### src/rtl/wb_pkg.sv
// wb_pkg: shared constants, execute-result field layout and state type for the writeback stage
package wb_pkg;
  localparam int XLEN = 32;
  localparam int FIFO_DEPTH = 2;
  localparam int DEST_W = 5;
  localparam int EX_DATA_LSB = 0;
  localparam int EX_PC_LSB = XLEN;
  localparam int EX_DEST_LSB = 2 * XLEN;
  localparam int EX_BR = EX_DEST_LSB + DEST_W;
  localparam int EX_WE = EX_BR + 1;
  localparam int EX_WB_W = EX_WE + 1;
  typedef enum logic {RUN, FLUSH} wb_state_e;
endpackage

### src/rtl/wb_fifo.sv
// wb_fifo: small circular input buffer with push, pop and whole-buffer flush
module wb_fifo #(
  parameter int W = 71,
  parameter int DEPTH = 2
) (
  input  logic         clock,
  input  logic         reset,
  input  logic         push,
  input  logic         pop,
  input  logic         flush,
  input  logic [W-1:0] din,
  output logic         full,
  output logic         empty,
  output logic [W-1:0] head
);
  localparam int PW = DEPTH > 1 ? $clog2(DEPTH) : 1;
  localparam int CW = $clog2(DEPTH + 1);
  logic [W-1:0] mem [DEPTH];
  logic [PW-1:0] rp, wp;
  logic [CW-1:0] cnt;
  function automatic logic [PW-1:0] nxt(input logic [PW-1:0] p);
    return p == PW'(DEPTH - 1) ? '0 : p + 1'b1;
  endfunction
  assign full = cnt == CW'(DEPTH);
  assign empty = cnt == '0;
  assign head = mem[rp];
  // Pointer and occupancy update; reset and flush both empty the buffer
  always_ff @(posedge clock)
    if (reset || flush) begin
      rp <= '0;
      wp <= '0;
      cnt <= '0;
    end else begin
      if (push) begin
        mem[wp] <= din;
        wp <= nxt(wp);
      end
      if (pop) rp <= nxt(rp);
      cnt <= cnt + CW'(push) - CW'(pop);
    end
endmodule

### src/rtl/writeback_stage.sv
// writeback_stage: buffers execute results, retires one per cycle into the register file, redirects fetch on taken branches
module writeback_stage #(
  parameter int XLEN = wb_pkg::XLEN,
  parameter int FIFO_DEPTH = wb_pkg::FIFO_DEPTH
) (
  input  logic                       clock,
  input  logic                       reset,
  input  logic [wb_pkg::EX_WB_W-1:0] ex_wb,
  input  logic                       ex_wb_valid,
  output logic                       ex_wb_ready,
  input  logic [4:0]                 rd_addr_a,
  input  logic [4:0]                 rd_addr_b,
  output logic [XLEN-1:0]            rd_data_a,
  output logic [XLEN-1:0]            rd_data_b,
  output logic                       redirect_valid,
  output logic [XLEN-1:0]            redirect_pc,
  output logic [XLEN-1:0]            retired_count
);
  import wb_pkg::*;
  wb_state_e state;
  logic [EX_WB_W-1:0] head;
  logic full, empty, push, retire, wr_en, br;
  logic [XLEN-1:0] wdata, tgt;
  logic [DEST_W-1:0] dest;
  logic [XLEN-1:0] rf [32];
  assign wdata = head[EX_DATA_LSB +: XLEN];
  assign tgt = head[EX_PC_LSB +: XLEN];
  assign dest = head[EX_DEST_LSB +: DEST_W];
  assign br = head[EX_BR];
  assign retire = state == RUN && !empty;
  assign wr_en = retire && head[EX_WE] && dest != '0;
  assign ex_wb_ready = !reset && state == RUN && !full;
  assign push = ex_wb_valid && ex_wb_ready;
  assign rd_data_a = rd_addr_a == '0 ? '0 : (wr_en && dest == rd_addr_a) ? wdata : rf[rd_addr_a];
  assign rd_data_b = rd_addr_b == '0 ? '0 : (wr_en && dest == rd_addr_b) ? wdata : rf[rd_addr_b];
  wb_fifo #(.W(EX_WB_W), .DEPTH(FIFO_DEPTH)) u_fifo (
    .clock(clock),
    .reset(reset),
    .push(push),
    .pop(retire),
    .flush(state == FLUSH),
    .din(ex_wb),
    .full(full),
    .empty(empty),
    .head(head)
  );
  // Register file write from the retiring head entry
  always_ff @(posedge clock)
    if (reset) for (int i = 0; i < 32; i++) rf[i] <= '0;
    else if (wr_en) rf[dest] <= wdata;
  // FSM, redirect pulse and retire counter; a retiring branch sends the stage into one FLUSH cycle
  always_ff @(posedge clock)
    if (reset) begin
      state <= RUN;
      redirect_valid <= 1'b0;
      redirect_pc <= '0;
      retired_count <= '0;
    end else begin
      state <= (retire && br) ? FLUSH : RUN;
      redirect_valid <= retire && br;
      if (retire && br) redirect_pc <= tgt;
      if (retire) retired_count <= retired_count + 1'b1;
    end
endmodule

### config.mk
export PLATFORM = sky130hd
export DESIGN_NAME = writeback_stage
export DESIGN_NICKNAME = d
export VERILOG_FILES = /design/src/rtl/wb_pkg.sv /design/src/rtl/wb_fifo.sv /design/src/rtl/writeback_stage.sv
export SDC_FILE = /design/constraint.sdc
export NUM_CORES = 2
export LEC_CHECK = 0
export CAP_MARGIN = 20
export CORE_ASPECT_RATIO = 1.4
export CORE_UTILIZATION = 60
export CTS_BUF_LIST = sky130_fd_sc_hd__clkbuf_8
export CTS_CLUSTER_DIAMETER = 200
export CTS_CLUSTER_SIZE = 20
export DETAILED_ROUTE_END_ITERATION = 8
export PLACE_DENSITY = 0.9
export SLEW_MARGIN = 20
export SYNTH_ARGS = -nofsm -noshare
export SYNTH_HDL_FRONTEND = slang
export SYNTH_HIERARCHICAL = 1
export SYNTH_SLANG_ARGS = --single-unit
### constraint.sdc
create_clock -name clock -period 16.6 [get_ports clock]
set_input_delay 4.98 -clock clock [delete_from_list [all_inputs] [get_ports clock]]
set_output_delay 4.98 -clock clock [all_outputs]
set_load 0.1 [all_outputs]
# Yosys cells after proc, flatten, opt, wreduce, memory -nomap -nowiden

Memory sizes are Yosys's and may differ from the RTL's. A register that Yosys moved wholly into a read port is not among the register bits.
Index checks and enable logic that the tools add are counted.

$add $sub $neg: 5
$mul: 0
Divide/modulo/power cells: 0
Order comparisons: 0
Eq/ne operators: 3
Shifts and indexed selects: 0
Multiplexer cells: 20
Bitwise gates (word level): 1
Reductions and logical operators: 18

Operators by type and width:

| operator              | count |
|---|---|
| $mux 32               | 5 |
| $add 32x1->32 const B | 1 |
| $reduce_or 32->1      | 1 |
| $mux 1                | 14 |
| $eq 5x5->1            | 2 |
| $logic_not 5->1       | 2 |
| $logic_and 1x1->1     | 9 |
| $mux 5                | 1 |
| $reduce_bool 5->1     | 1 |
| $logic_not 1->1       | 3 |
| $add 1x1->1 const B   | 2 |
| $add 2x1->2           | 1 |
| $eq 2x2->1 const B    | 1 |
| $logic_not 2->1       | 1 |
| $sub 2x1->2           | 1 |
| $logic_or 1x1->1      | 1 |
| $not 1->1             | 1 |

Flip-flop bits (word level): 70
Latch bits: 0
Bits in writable memories: 1166
Bits in read-only memories: 0
Logic and storage cells: 56
Memories kept: 2

Memory list:

| name       | words | width | rd ports | clocked after Yosys merged registers in | wr ports | RTL line              | RTL |
|---|---|---|---|---|---|---|---|
| rf         | 32    | 32    | 2        | 0                                       | 32       | writeback_stage.sv:25 | `logic [XLEN-1:0] rf [32];` |
| u_fifo.mem | 2     | 71    | 1        | 1                                       | 1        | wb_fifo.sv:18         | `logic [W-1:0] mem [DEPTH];` |

# Logic depth before layout (Yosys ltp)

Depth in word-level cells: 10
Gate-level depth with buffers: 13

# Hierarchy

The synthesis kept the hierarchy.

Modules (own cells, without submodules):

| module          | times used | cells an instance | area each (µm²) | sequential area each (µm²) |
|---|---|---|---|---|
| writeback_stage | 1          | 4029              | 58084.5         | 32050.7 |
| wb_fifo         | 1          | 243               | 5705.5          | 4364.2 |

# Worst setup path after synthesis

No wires, ideal clock.

Path kind: input port to flip-flop
Start point: input port reset
End point: memory u_fifo.mem[0][0] (enable)
Data arrival time: 15.028 ns
Path slack: 0.869 ns
Stages: 4
Buffers on the path: 1
Cell sequence: clkbuf_1 -> nor3_1 -> and2_1 -> nor4b_1

Cells in the longest elaborated chain, start to end: 7
Elaborated cells on any way between the ends: 8
Classes of those cells: 3 x mux; 5 x reduce/logical

Ends and longest elaborated chain:

| item                            | RTL line              | RTL |
|---|---|---|
| start, declared                 | writeback_stage.sv:7  | `input logic reset,` |
| $logic_not 1->1                 | writeback_stage.sv:32 | `assign ex_wb_ready = !reset && state == RUN && !full;` |
| $logic_and 1x1->1 (2 in series) | writeback_stage.sv:32 |  |
| via ex_wb_ready                 | writeback_stage.sv:10 | `output logic ex_wb_ready,` |
| $logic_and 1x1->1               | writeback_stage.sv:33 | `assign push = ex_wb_valid && ex_wb_ready;` |
| via push                        | writeback_stage.sv:22 | `logic full, empty, push, retire, wr_en, br;` |
| $mux 1                          | wb_fifo.sv:34         | `if (push) begin` |
| $mux 1                          | wb_fifo.sv:29         | `if (reset \|\| flush) begin` |
| $mux 1 (not written as such)    | wb_fifo.sv:35         | `mem[wp] <= din;` |
| end, declared                   | wb_fifo.sv:18         |  |

The timed path passes the listed nets, and every way through them passes these cells.

# Final worst setup path

Start point: input port rd_addr_b[2]
End point: output port rd_data_b[0]

Cells in the longest elaborated chain, start to end: 4
Elaborated cells on any way between the ends: 6
Classes of those cells: 1 x eq/ne; 2 x mux; 2 x reduce/logical; 1 x memory

Ends and longest elaborated chain:

| item                                                  | RTL line              | RTL |
|---|---|---|
| start, declared                                       | writeback_stage.sv:12 | `input logic [4:0] rd_addr_b,` |
| branches (longest 3 deep; another with $mem_v2 32x32) | -                     |  |
| $mux 32 *                                             | writeback_stage.sv:35 | `assign rd_data_b = rd_addr_b == '0 ? '0 : (wr_en && dest == rd_addr_b) ? wdata : rf[rd_addr_b];` |
| end, declared                                         | writeback_stage.sv:14 | `output logic [XLEN-1:0] rd_data_b,` |

Every way passes the cells marked *.

==> results.json <==
{
  "outcome": "complete, no violations",
  "grt_max_degree": 101,
  "cts_hold_buf": 0,
  "synth_ff_type": "edfxtp_1",
  "drive_above_1_share_pct": 20.6,
  "worstMarginPinSlew_ns": 1.14,
  "cpMaxStageDelayCell": "clkdlybuf4s50_1",
  "die_w_um": 278,
  "crit_fanout": 39,
  "clkTransAtPathRegs_ns": 0.12,
  "cts_tree": "done",
  "num_vias": 41956,
  "cts_resized": 0,
  "ys_ff_latch": 1236,
  "ys_seq_area_share_pct": 57.1,
  "post_cts_buffers": 0,
  "fin_crit_sh_pct": 86.9,
  "finalClockSkew_ns": 0.0419,
  "rsz0062_at_grt": "no",
  "synth_cell_types": 62,
  "crit_path_end": "rd_data_b[0]",
  "cp.depth": 7,
  "syn-cell-area_um2": 63800,
  "grt_pass1_vias": 42627,
  "power_leakage_nw": 23.6,
  "synthArstFlopShare_pct": 0,
  "dieArea_um2": 108000,
  "crit_top_cell": "buf_4",
  "start_util_pct": 60.5,
  "area_growth_pct": 5.84,
  "wl_per_cell_um": 33.4,
  "drc": 0,
  "final_area_um2": 67500,
  "critPathCaptureType": "primary output",
  "clockRootBuffer": "clkbuf_8",
  "timing.hold.ws_ns": 0.466,
  "setup-tns-final_ns": 0,
  "critical-path-top-delay-family": "buffers and inverters",
  "power_density_nw_per_um2": 98.4,
  "grt_usage_pct": 34.9,
  "startpoint": "rd_addr_b[2]",
  "crit_buf_inv": 4,
  "slew_headroom_pct": 23.8,
  "r2r_slack_ns": 11.53,
  "worstSkewPairLatency_ns": 0.82,
  "htree_levels": 3,
  "numPortBuffers": 213,
  "path_cells": "buf_4 -> clkinv_2 -> buf_4 -> mux4_2 -> o22ai_1 -> nor3_1 -> clkdlybuf4s50_1",
  "max_stage_delay_ns": 1.25,
  "rows": 141,
  "io_pins": 214,
  "report.final.slew_viol_count": 0,
  "period_needed_ns": 14.42,
  "via_per_inst": 7.44,
  "wl_mm": 188,
  "core_um2": 105000,
  "critPathKind": "in2out",
  "ant_nets": 0,
  "cts_buffer_depth": 3,
  "die_h_um": 388,
  "cts_sinks": 1236,
  "dpl.hpwl_mm": 113,
  "reg2reg_to": "rf[24][2]",
  "drtIter0Drc": 6465,
  "syn_area_per_cell_um2": 14.9,
  "grt_pass1_wl_mm": 272,
  "hp-class": "reg2reg",
  "arrival_ns": 9.44,
  "dr.pass1.iters": 7,
  "ir_drop_mv": 0.155,
  "gp_congestion": 0.925,
  "max_freq_mhz": 69.4,
  "setup_viol": 0,
  "finalNetCount": 4332,
  "crit_path_start_kind": "primary input",
  "synthCells": 4272,
  "min_from": "redirect_pc[20]",
  "placed_area_um2": 66300,
  "required_ns": 11.62,
  "r2r_cells": 8,
  "antenna_found_initial": 5,
  "maxCapViolCount": 0,
  "synth_edf_count": 1166,
  "finalHoldViolations": 0,
  "yosysWarningCount": 6,
  "cts_buffers": 71,
  "overflow": 0
}
area by class of cell:
cell class	count	area, µm²
multi-input cells	2598	25200
clock inverters	30	151
flip-flops and latches	1236	36400
well taps	1358	1700
inverters	14	53.8
clock buffers	74	1020
fillers	7070	38000
diodes	5	12.5
repair buffers	324	2980
Yosys cell counts (44+ instances only):
master,number,area share (%)
nand2_1,132,0.78
a21oi_1,86,0.67
edfxtp_1,1166,55
dfxtp_1,70,2.2
o22ai_1,44,0.43
clkbuf_1,310,1.8
nor3_1,167,1.3
buf_2,61,0.48
mux2i_1,163,2.6
mux2_4,70,1.6
nor2_1,123,0.72
mux4_2,502,18
and2_1,877,8.6
o21ai_0,51,0.40
kinds of logic (layout without fill, tap and decap cells):
family	after synthesis	count (layout)	share of synthesized area [%]
other	1	37	0.00588
buffers and inverters	469	442	3.79
adders and majority gates	3	3	0.0588
muxes	737	737	22.0
and+or+nand+nor	1442	1442	12.9
xor gates and xnor gates	43	43	0.612
AOI/OAI and AO/OA	341	341	3.61
DFF	1236	1236	57.1
power breakdown:
group / switching (mW) / total (mW) / internal, mW / leakage (nW)
clock: 0.940 / 1.37 / 0.430 / 0.690
sequential: 0.0946 / 3.65 / 3.56 / 12.4
combinational: 1.12 / 1.62 / 0.501 / 10.5
total: 2.16 / 6.64 / 4.49 / 23.6
sequential cells by signal, summed over array words and instances, names as in the netlist, named ones only:
name / cells
u_fifo/rp: 1
redirect_pc: 32
u_fifo/mem: 142
u_fifo/wp: 1
u_fifo/cnt: 2
state: 1
rf: 1024
retired_count: 32
worst reg2reg max path: cells and delay by family, from the launching register on:
family,cells,cell delay [ns]
AND/OR/NAND/NOR,4,2.34
multiplexers,1,0.46
buffers and inverters,3,1.23
flip-flops,1,0.72
cell usage in the layout (no fill, tap or decap), types with 32 or more instances in the layout:
cell type and count:
clkbuf_8 74, o22ai_1 44, and2_1 877, a21oi_1 86, a221oi_1 41, mux4_2 502, nand2_1 132, mux2i_1 163
a211oi_1 36, edfxtp_1 1166, o21ai_0 51, dfxtp_1 69, buf_4 134, nor3_1 167, mux2_4 70, inv_1 36
clkdlybuf4s50_1 180, nor2_1 90, nor2_2 33, conb_1 32
metal layers:
metal / share of wire [%] / GRT usage, % / routed length, µm
met1: 29 / 41.0 / 55400
met2: 46 / 54.7 / 87100
met3: 16 / 10.8 / 29500
met4: 8.6 / 24.6 / 16200
met5: 0.026 / 0 / 48
worst min path at each step:
stage	to	slack (ns)	depth (start not counted)
2_1_floorplan	flip-flop	0.52	2
3_3_place_gp	redirect_pc[17]	0.44	2
3_5_place_dp	redirect_pc[22]	0.45	2
4_1_cts	redirect_pc[20]	0.47	2
5_1_grt	redirect_pc[20]	0.49	2
6_report	redirect_pc[20]	0.47	2
metrics by stage:
| step | util [%] | instances | total power, mW | worst slack [ns] |
|---|---|---|---|---|
| after floorplan | - | 4303 | 4.86 | 0.869 |
| after global placement | 62.9 | 5530 | 5.25 | 2.41 |
| after detailed placement | 62.9 | 5530 | 5.29 | 2.44 |
| after CTS | 64.0 | 5634 | 6.59 | 2.44 |
| after global routing | 64.0 | 5635 | 6.78 | 2.12 |
| final | 64.0 | 5639 | 6.64 | 2.18 |
(Power assumes the default switching activity.)
